`src/rtl/rc4_pkg.sv`:
```
// Shared RC4 definitions: FSM state encoding, S-box depth and key-byte selection.
package rc4_pkg;

  localparam int unsigned S_DEPTH       = 256;
  // Widest key any RC4 core in this codebase is built for.
  localparam int unsigned MAX_KEY_BYTES = 8;

  typedef enum logic [4:0] {
    IDLE,
    INIT,
    KSA_RD_I,
    KSA_CAP_I,
    KSA_CALC_J,
    KSA_RD_J,
    KSA_CAP_J,
    KSA_WR_I,
    KSA_WR_J,
    PRGA_INC_I,
    PRGA_RD_I,
    PRGA_CAP_I,
    PRGA_CALC_J,
    PRGA_RD_J,
    PRGA_CAP_J,
    PRGA_WR_I,
    PRGA_WR_J,
    PRGA_RD_F,
    PRGA_CAP_F,
    PRGA_STORE,
    DONE
  } rc4_state_e;

  // Key byte 0 is the most significant byte of a num_bytes-wide key.
  function automatic logic [7:0] key_byte(input logic [8*MAX_KEY_BYTES-1:0] key,
                                          input int unsigned num_bytes,
                                          input int unsigned idx);
    logic [8*MAX_KEY_BYTES-1:0] shifted;
    shifted = key >> (8 * (num_bytes - 1 - idx));
    return shifted[7:0];
  endfunction

endpackage

```
`src/rtl/s_memory.sv`:
```
// 256x8 single-port RAM with registered read data (read-before-write on a write cycle).
module s_memory (
  input  logic [7:0] address,
  input  logic       clock,
  input  logic [7:0] data,
  input  logic       wren,
  output logic [7:0] q
);

  logic [7:0] mem [256];

  // Write port and registered read port share one address.
  always_ff @(posedge clock) begin
    if (wren) begin
      mem[address] <= data;
    end
    q <= mem[address];
  end

endmodule

```
`src/rtl/rc4_encrypt_core.sv`:
```
// Single-key RC4 encryptor: INIT, KSA and PRGA over a private S-box, XOR with plaintext.
module rc4_encrypt_core
  import rc4_pkg::*;
#(
  parameter int unsigned MSG_LEN   = 32,
  parameter int unsigned KEY_BYTES = 3
) (
  input  logic                   CLOCK_50,
  input  logic                   reset,
  input  logic                   start,
  input  logic [8*KEY_BYTES-1:0] secret_key,
  input  logic [7:0]             plaintext  [MSG_LEN-1:0],
  output logic [7:0]             ciphertext [MSG_LEN-1:0],
  output logic                   busy,
  output logic                   done
);

  localparam int unsigned KW  = (MSG_LEN > 1) ? $clog2(MSG_LEN) : 1;
  localparam int unsigned KIW = (KEY_BYTES > 1) ? $clog2(KEY_BYTES) : 1;

  rc4_state_e state_q, state_d;

  logic [7:0]             i_q, j_q, si_q, sj_q, f_q;
  logic [KW-1:0]          k_q;
  logic [KIW-1:0]         kidx_q;
  logic [8*KEY_BYTES-1:0] key_q;
  logic [7:0]             pt_q [MSG_LEN-1:0];

  logic [7:0] mem_addr, mem_data, mem_q;
  logic       mem_wren, fsm_wren;

  logic                       accept, i_last, k_last, kidx_last;
  logic [8*MAX_KEY_BYTES-1:0] key_ext;
  logic [7:0]                 kb;

  assign accept    = start && ((state_q == IDLE) || (state_q == DONE));
  assign i_last    = (i_q == 8'hFF);
  assign k_last    = (k_q == KW'(MSG_LEN - 1));
  assign kidx_last = (kidx_q == KIW'(KEY_BYTES - 1));
  assign key_ext   = (8*MAX_KEY_BYTES)'(key_q);
  assign kb        = key_byte(key_ext, KEY_BYTES, int'(kidx_q));

  assign busy = (state_q != IDLE) && (state_q != DONE);
  assign done = (state_q == DONE);

  // State register.
  always_ff @(posedge CLOCK_50) begin
    if (reset) begin
      state_q <= IDLE;
    end else begin
      state_q <= state_d;
    end
  end

  // Next-state logic: fixed state sequence per loop iteration.
  always_comb begin
    state_d = state_q;
    unique case (state_q)
      IDLE:        if (accept) state_d = INIT;
      INIT:        if (i_last) state_d = KSA_RD_I;
      KSA_RD_I:    state_d = KSA_CAP_I;
      KSA_CAP_I:   state_d = KSA_CALC_J;
      KSA_CALC_J:  state_d = KSA_RD_J;
      KSA_RD_J:    state_d = KSA_CAP_J;
      KSA_CAP_J:   state_d = KSA_WR_I;
      KSA_WR_I:    state_d = KSA_WR_J;
      KSA_WR_J:    state_d = i_last ? PRGA_INC_I : KSA_RD_I;
      PRGA_INC_I:  state_d = PRGA_RD_I;
      PRGA_RD_I:   state_d = PRGA_CAP_I;
      PRGA_CAP_I:  state_d = PRGA_CALC_J;
      PRGA_CALC_J: state_d = PRGA_RD_J;
      PRGA_RD_J:   state_d = PRGA_CAP_J;
      PRGA_CAP_J:  state_d = PRGA_WR_I;
      PRGA_WR_I:   state_d = PRGA_WR_J;
      PRGA_WR_J:   state_d = PRGA_RD_F;
      PRGA_RD_F:   state_d = PRGA_CAP_F;
      PRGA_CAP_F:  state_d = PRGA_STORE;
      PRGA_STORE:  state_d = k_last ? DONE : PRGA_INC_I;
      DONE:        if (accept) state_d = INIT;
      default:     state_d = IDLE;
    endcase
  end

  // S-box port: address/data/write-enable decoded from the current state.
  always_comb begin
    mem_addr = i_q;
    mem_data = i_q;
    fsm_wren = 1'b0;
    unique case (state_q)
      INIT: fsm_wren = 1'b1;
      KSA_RD_J, KSA_CAP_J, PRGA_RD_J, PRGA_CAP_J: mem_addr = j_q;
      KSA_WR_I, PRGA_WR_I: begin
        mem_data = sj_q;
        fsm_wren = 1'b1;
      end
      KSA_WR_J, PRGA_WR_J: begin
        mem_addr = j_q;
        mem_data = si_q;
        fsm_wren = 1'b1;
      end
      PRGA_RD_F, PRGA_CAP_F: mem_addr = si_q + sj_q;
      default: ;
    endcase
  end

  // A reset cycle must never disturb the S-box, even mid-write.
  assign mem_wren = fsm_wren && !reset;

  s_memory s_mem (
    .address (mem_addr),
    .clock   (CLOCK_50),
    .data    (mem_data),
    .wren    (mem_wren),
    .q       (mem_q)
  );

  // Datapath: counters, captured S-box values, latched inputs and ciphertext.
  always_ff @(posedge CLOCK_50) begin
    if (reset) begin
      i_q    <= '0;
      j_q    <= '0;
      k_q    <= '0;
      kidx_q <= '0;
      si_q   <= '0;
      sj_q   <= '0;
      f_q    <= '0;
      for (int n = 0; n < MSG_LEN; n++) begin
        ciphertext[n] <= '0;
      end
    end else begin
      case (state_q)
        IDLE, DONE: begin
          if (accept) begin
            key_q  <= secret_key;
            pt_q   <= plaintext;
            i_q    <= '0;
            j_q    <= '0;
            k_q    <= '0;
            kidx_q <= '0;
          end
        end
        INIT: begin
          i_q <= i_q + 8'd1;
          if (i_last) begin
            j_q    <= '0;
            kidx_q <= '0;
          end
        end
        KSA_CAP_I:  si_q <= mem_q;
        KSA_CALC_J: j_q  <= j_q + si_q + kb;
        KSA_CAP_J:  sj_q <= mem_q;
        KSA_WR_J: begin
          if (i_last) begin
            // PRGA starts from i = j = 0.
            i_q <= '0;
            j_q <= '0;
            k_q <= '0;
          end else begin
            i_q    <= i_q + 8'd1;
            kidx_q <= kidx_last ? '0 : kidx_q + KIW'(1);
          end
        end
        PRGA_INC_I:  i_q  <= i_q + 8'd1;
        PRGA_CAP_I:  si_q <= mem_q;
        PRGA_CALC_J: j_q  <= j_q + si_q;
        PRGA_CAP_J:  sj_q <= mem_q;
        PRGA_CAP_F:  f_q  <= mem_q;
        PRGA_STORE: begin
          ciphertext[k_q] <= f_q ^ pt_q[k_q];
          if (!k_last) begin
            k_q <= k_q + KW'(1);
          end
        end
        default: ;
      endcase
    end
  end

endmodule

```
`config.mk`:
```
export PLATFORM = sky130hd
export DESIGN_NAME = rc4_encrypt_core
export DESIGN_NICKNAME = d
export VERILOG_FILES = /design/src/rtl/rc4_pkg.sv /design/src/rtl/s_memory.sv /design/src/rtl/rc4_encrypt_core.sv
export SDC_FILE = /design/constraint.sdc
export NUM_CORES = 2
export LEC_CHECK = 0
export BUFFER_PORTS_ARGS = -buffer_cell sky130_fd_sc_hd__buf_2
export CORE_MARGIN = 4
export CORE_UTILIZATION = 30
export CTS_BUF_LIST = sky130_fd_sc_hd__clkbuf_16
export DETAILED_ROUTE_END_ITERATION = 16
export PLACE_DENSITY_LB_ADDON = 0.2
export SLEW_MARGIN = 25
export SYNTH_ARGS = -nofsm -noshare
export SYNTH_HDL_FRONTEND = slang
export SYNTH_SLANG_ARGS = --single-unit
export TNS_END_PERCENT = 10
```
`constraint.sdc`:
```
create_clock -name CLOCK_50 -period 22.9 [get_ports CLOCK_50]
set_clock_uncertainty 0.2 [all_clocks]
set_input_delay 1.145 -clock CLOCK_50 [delete_from_list [all_inputs] [get_ports CLOCK_50]]
set_output_delay 1.145 -clock CLOCK_50 [all_outputs]
set_load 0.02 [all_outputs]
```
== Word-level counts from Yosys, hierarchy flattened ==
Memories as Yosys holds them, arrays and structs flattened. A register that Yosys moved wholly into a read port is not among the register bits.
Index checks and enable logic that the tools add are counted.

* Add/sub/neg operators: 7
* Magnitude comparators: 2
* Equal/unequal tests: 30
* Shifts and indexed selects: 1
* Mux-type cells: 29
* Bitwise gates (word level): 2
* Reductions and logical operators: 28

{| class="wikitable"
|+ Operator list
! operator !! count
|-
| $bwmux W256 || 1
|-
| $pmux W5 S20 || 1
|-
| $bmux W8 S5 || 1
|-
| $demux W8 S5 || 1
|-
| $eq A5 B4 Y1 const B || 8
|-
| $mux W8 || 5
|-
| $pmux W8 S2 || 2
|-
| $pmux W8 S4 || 1
|-
| $shr A24 B32 Y8 || 1
|-
| $eq A5 B5 Y1 const B || 6
|-
| $mux W5 || 6
|-
| $add A8 B8 Y8 || 3
|-
| $pmux W8 S3 || 1
|-
| $eq A5 B3 Y1 const B || 4
|-
| $reduce_or A2 Y1 || 8
|-
| $pmux W5 S3 || 1
|-
| $eq A5 B2 Y1 const B || 2
|-
| $reduce_bool A3 Y1 || 3
|-
| $add A8 B1 Y8 const B || 1
|-
| $eq A8 B8 Y1 const B || 1
|-
| $mux W2 || 4
|-
| $ne A2 B2 Y1 const B || 4
|-
| $reduce_and A4 Y1 || 2
|-
| $xor A8 B8 Y8 || 1
|-
| 23 further kinds || 31
|}

* Bits in registers: 588
* Memory bits (writable): 2048
* Input port bits: 283
* Output and inout bits: 258
* Memories kept: 1

{| class="wikitable"
|+ Memory list
! memory !! words !! bits a word !! rd ports !! clocked after Yosys merged registers in !! write ports !! RTL line !! text
|-
| s_mem.mem || 256 || 8 || 1 || 1 || 1 || s_memory.sv:10 || <nowiki>logic [7:0] mem [256];</nowiki>
|}

== Depth between registers and ports, before layout ==
* Depth in word-level cells: 6
* Depth in mapped cells: 21
* Depth with buffers taken out: 19

== Cells and area by module ==
Synthesis repeated with hierarchy kept, for this count alone.

* Cell total of the unflattened synthesis: 5337
* Area total of the unflattened synthesis: 100624.0 µm²

{| class="wikitable"
|+ Modules (own cells, without submodules)
! module !! instances !! cells each !! area each (µm²) !! seq. area each (µm²)
|-
| s_memory || 1 || 3547 || 78492.8 || 61659.1
|-
| rc4_encrypt_core || 1 || 1790 || 22131.2 || 14574.0
|}

== Worst setup path before layout ==
OpenSTA, ideal clock, no wires.

* Path kind: input -> register
* From: input port reset
* To: register key_q[0] (enable)
* Setup time: 1.322 ns
* Arrival time: 21.763 ns
* Data required time: 21.378 ns
* Setup slack: -0.385 ns
* Stages: 3
* Cells stage by stage: clkbuf_1 -> clkbuf_1 -> nor3b_1

* Cells in the longest elaborated chain, start to end: 2

{| class="wikitable"
|+ RTL lines
! what !! RTL line !! text
|-
| from (decl) || rc4_encrypt_core.sv:9 || <nowiki>input logic reset,</nowiki>
|-
| $not A1 Y1 (no line) || n/a ||
|-
| $reduce_and A3 Y1 (no line) || n/a ||
|-
| to (signal assigned) || rc4_encrypt_core.sv:134 || <nowiki>key_q <= secret_key;</nowiki>
|-
| to (decl) || rc4_encrypt_core.sv:26 || <nowiki>logic [8*KEY_BYTES-1:0] key_q;</nowiki>
|}

No other way between the ends.
A chain may end at the register's enable or synchronous reset.

== Worst setup path after layout ==
* From: register state_q[0]
* To: register s_mem.q[7], read port of s_mem.mem

* Cells in the longest elaborated chain, start to end: 3
* Elaborated cells on any way between the ends: 11
* Classes of those cells: 8 x eq/ne; 1 x mux; 2 x reduce/logical

{| class="wikitable"
|+ RTL lines
! what !! RTL line !! text
|-
| from (decl) || rc4_encrypt_core.sv:21 || <nowiki>rc4_state_e state_q, state_d;</nowiki>
|-
| from (signal assigned) || rc4_encrypt_core.sv:51 || <nowiki>state_q <= state_d;</nowiki>
|-
| $eq A5 B4 Y1, or another cell as far along || rc4_encrypt_core.sv:89 || <nowiki>unique case (state_q)</nowiki>
|-
| $reduce_or A6 Y1 (no line) or $reduce_or A2 Y1 (tied branches) || n/a ||
|-
| $pmux W8 S2 (*) || rc4_encrypt_core.sv:89 ||
|-
| to (decl) || s_memory.sv:7 || <nowiki>output logic [7:0] q</nowiki>
|}

Every way passes the cells marked *; elsewhere a longest branch is shown, timed or not.

==> out/qor.csv <==
metric,value,unit
outcome,finished clean,
clock.fmax,134,MHz
synth_ff_type,sky130_fd_sc_hd__edfxtp_1,
dr.first_iter.drc_count,7041,
routed-via-count,65586,
p_switching,3.00,mW
dieArea,355000,µm²
wire_per_inst,29.4,µm
max_cap_viol_count,0,
cts.repair_timing.setup_buffer_count,0,
power_report.internal_total,8.50,mW
finalSetupViolCount,0,
mappedNetlistArea,104000,µm²
detail_route.first_pass.iterations,6,
cp-start-kind,flip-flop,
die_width,596,µm
cts-resized-gates,0,
post-synth-top-area-cell,sky130_fd_sc_hd__edfxtp_1,
synth.net_count,7476,
post_drt_via_cell_ratio,5.22,
whs_path_depth,1,
r2r_slack,15.44,ns
clkLatencyLatePin,0.91,ns
grt_use_total,20.0,%
die_height,596,µm
slew_headroom,22.1,%
ys_top_cells_by_count,"sky130_fd_sc_hd__edfxtp_1, sky130_fd_sc_hd__nand2_1, sky130_fd_sc_hd__nor2_1, sky130_fd_sc_hd__nand3_1, sky130_fd_sc_hd__a21oi_1",
yosys_register_bits,2644,
reg2regPathDepth,13,
combinationalPowerShare,11.4,%
grt_start_max_net_pins,199,
sw_frac_of_total,26.1,%
cpMaxStageDelayCell,sky130_fd_sc_hd__dfxtp_1,
area.growth.synth_to_final,17.4,%
num-nets-final,8055,
timing.hold.worst_endpoint,pt_q[251]$_DFFE_PP_,
initial_core_utilization,30.2,%
rsz_0062_raised_after_global_routing,false,
first_global_vias,63637,
antenna_violating_nets_post_route,0,
hold_path.class,in2reg,
tritoncts_clock_tree,built,
syn_avg_cell_area,14.5,µm²
slowest_delay,0.80,ns
top_count_cell_post_synth,sky130_fd_sc_hd__edfxtp_1,
critical_path.n_buffers_inverters,4,
power.total,11.5,mW
measured_slew_at_the_worst_slew_check_pin,1.17,ns
clock_power_share,41.3,%
timing.critical_path.to_type,flip-flop,
antenna_found_initial,54,
ws_path_type,reg2reg,
drcViolationCount,0,
worst_setup_hold_path_clk_slew,0.06,ns
cts-htree-levels,5,
ys_async_sr_fraction,0,%
sequentialPowerShare,47.3,%
worstPathArrival,8.01,ns
place.port_buffers,540,
netlist-cell-type-count,90,
gp_congestion,0.872,
synthTopCellsByArea,"sky130_fd_sc_hd__edfxtp_1, sky130_fd_sc_hd__dfxtp_1, sky130_fd_sc_hd__nand2_1",
worst_path_most_repeated_cell,sky130_fd_sc_hd__buf_4,
synth_top_area_share,67.3,%
worst_r2r_endpoint,s_mem.q[7]$_DFF_P_,
finalSetupTns,0,ns
floorplan.io_pins,541,
clock_sink_count,2644,
num-fill-cells,32979,
final_layout_size_suffix_gt1_share,18.3,%
grt_pass1_wl,512,mm
timing.final.crit_share,32.6,%
leakage,41.0,nW
worst-endpoint-required,23.45,ns
ys_warn_count,0,
core-area,344000,µm²
timing.critical_path.cells,nand2_1 -> a32oi_1 -> o211ai_1 -> nand3_4 -> buf_4 -> buf_12 -> buf_4 -> buf_4 -> mux4_2 -> a22oi_1 -> o211ai_1 -> nor4_2 -> nor4_1,
clock_tree.root_cell,sky130_fd_sc_hd__clkbuf_16,
seq_area_frac_synth,73.4,%
critical_path.reg2reg.startpoint,state_q[0]$_SDFFE_PP0P_,
dp_hpwl,240,mm
crit_family,buffers and inverters,
gr-total-overflow,0,
synth_enable_flop_cells,2328,
critPathMaxFanout,116,
rows,215,
hold_start,plaintext[251],
postSynthCellCount,7160,
p_per_area,94.4,nW/µm²
totalWireLength,369,mm
cts.path.max_buffers,4,
slew_viol_final,0,
cts-hold-fix-buffers,0,
cts-buffers-inserted,296,
power.ir.vdd_worst,0.0000556,V
timing.final.hold_violations,0,
fin_crit,7.46,ns
cells by family after synthesis:
group / after synthesis / share of synthesized area [%]
xor gates and xnor gates: 36 / 0.304
and+or+nand+nor: 2557 / 10.4
muxes: 521 / 7.69
buffers and inverters: 454 / 2.07
adders and majority gates: 33 / 0.419
DFF: 2644 / 73.4
AOI/OAI and AO/OA: 915 / 5.72
through the flow:
stage	instance area [µm²]	setup slack, ns	utilization [%]	hold WS (ns)	std cells
after floorplan	104000	9.63	-	0.244	7160
after global placement	112000	15.36	32.6	0.240	11992
after detailed placement	112000	15.45	32.6	0.244	11996
after CTS	122000	15.43	35.4	0.139	12527
after global routing	122000	15.08	35.4	0.170	12543
final	122000	15.44	35.4	0.208	12555
area by class of cell:
type	instances	area [µm²]	area share, %
flip-flops and latches	2644	76200	62.6
clock buffers	303	7580	6.22
clock inverters	228	2010	1.65
diodes	26	65.1	0.0534
repair buffers	705	4120	3.38
well taps	4557	5700	4.68
multi-input cells	4062	26000	21.3
inverters	30	113	0.0924
worst max path at each step:
| stage | slack, ns | from | to | depth (start not counted) |
|---|---|---|---|---|
| finish | 15.44 | state_q[0]$_SDFFE_PP0P_ | s_mem.q[7]$_DFF_P_ | 13 |
| global route | 15.08 | state_q[0]$_SDFFE_PP0P_ | s_mem.q[7]$_DFF_P_ | 13 |
| CTS | 15.43 | state_q[3]$_SDFFE_PP0P_ | s_mem.q[7]$_DFF_P_ | 13 |
| detailed placement | 15.45 | state_q[3]$_SDFFE_PP0P_ | s_mem.q[7]$_DFF_P_ | 13 |
| global placement | 15.36 | state_q[3]$_SDFFE_PP0P_ | s_mem.q[6]$_DFF_P_ | 12 |
| floorplan | 9.63 | reset | key_q[0]$_DFFE_PP_ | 3 |
power groups by stage:
stage	combinational [mW]	clock (mW)	sequential [mW]
final	1.31	4.75	5.45
after global placement	1.30	0	5.55
after CTS	1.31	4.83	5.45
after floorplan	0.784	0	5.55
after detailed placement	1.31	0	5.55
after global routing	1.38	5.03	5.45
sequential cells by signal, indices dropped and copies added (netlist names), 24 cells and up:
register	cells
pt_q	256
s_mem.mem	2048
ciphertext	256
key_q	24
cells in the final DEF, fill, tap and decap left out, types with 49 or more instances in the layout:
cell	n
sky130_fd_sc_hd__edfxtp_1	2328
sky130_fd_sc_hd__clkinv_1	63
sky130_fd_sc_hd__a22oi_1	122
sky130_fd_sc_hd__mux2i_1	291
sky130_fd_sc_hd__o21ai_0	65
sky130_fd_sc_hd__dfxtp_1	313
sky130_fd_sc_hd__a221oi_1	49
sky130_fd_sc_hd__clkinv_2	51
sky130_fd_sc_hd__nand3_1	394
sky130_fd_sc_hd__buf_2	540
sky130_fd_sc_hd__nand4_1	59
sky130_fd_sc_hd__nor2_1	381
sky130_fd_sc_hd__clkbuf_16	303
sky130_fd_sc_hd__a21oi_1	387
sky130_fd_sc_hd__mux4_2	220
sky130_fd_sc_hd__inv_1	81
sky130_fd_sc_hd__buf_4	150
sky130_fd_sc_hd__nand2_1	1521
sky130_fd_sc_hd__a31oi_1	67
routing by layer:
| metal | GRT usage, % | vias up | wire (µm) |
|---|---|---|---|
| met5 | 0 | - | 341 |
| met4 | 7.32 | 10 | 14400 |
| met3 | 3.46 | 563 | 25100 |
| met2 | 32.7 | 2709 | 175000 |
| met1 | 26.8 | 34084 | 154000 |
| li1 | - | 28220 | - |
(Power assumes the default switching activity.)
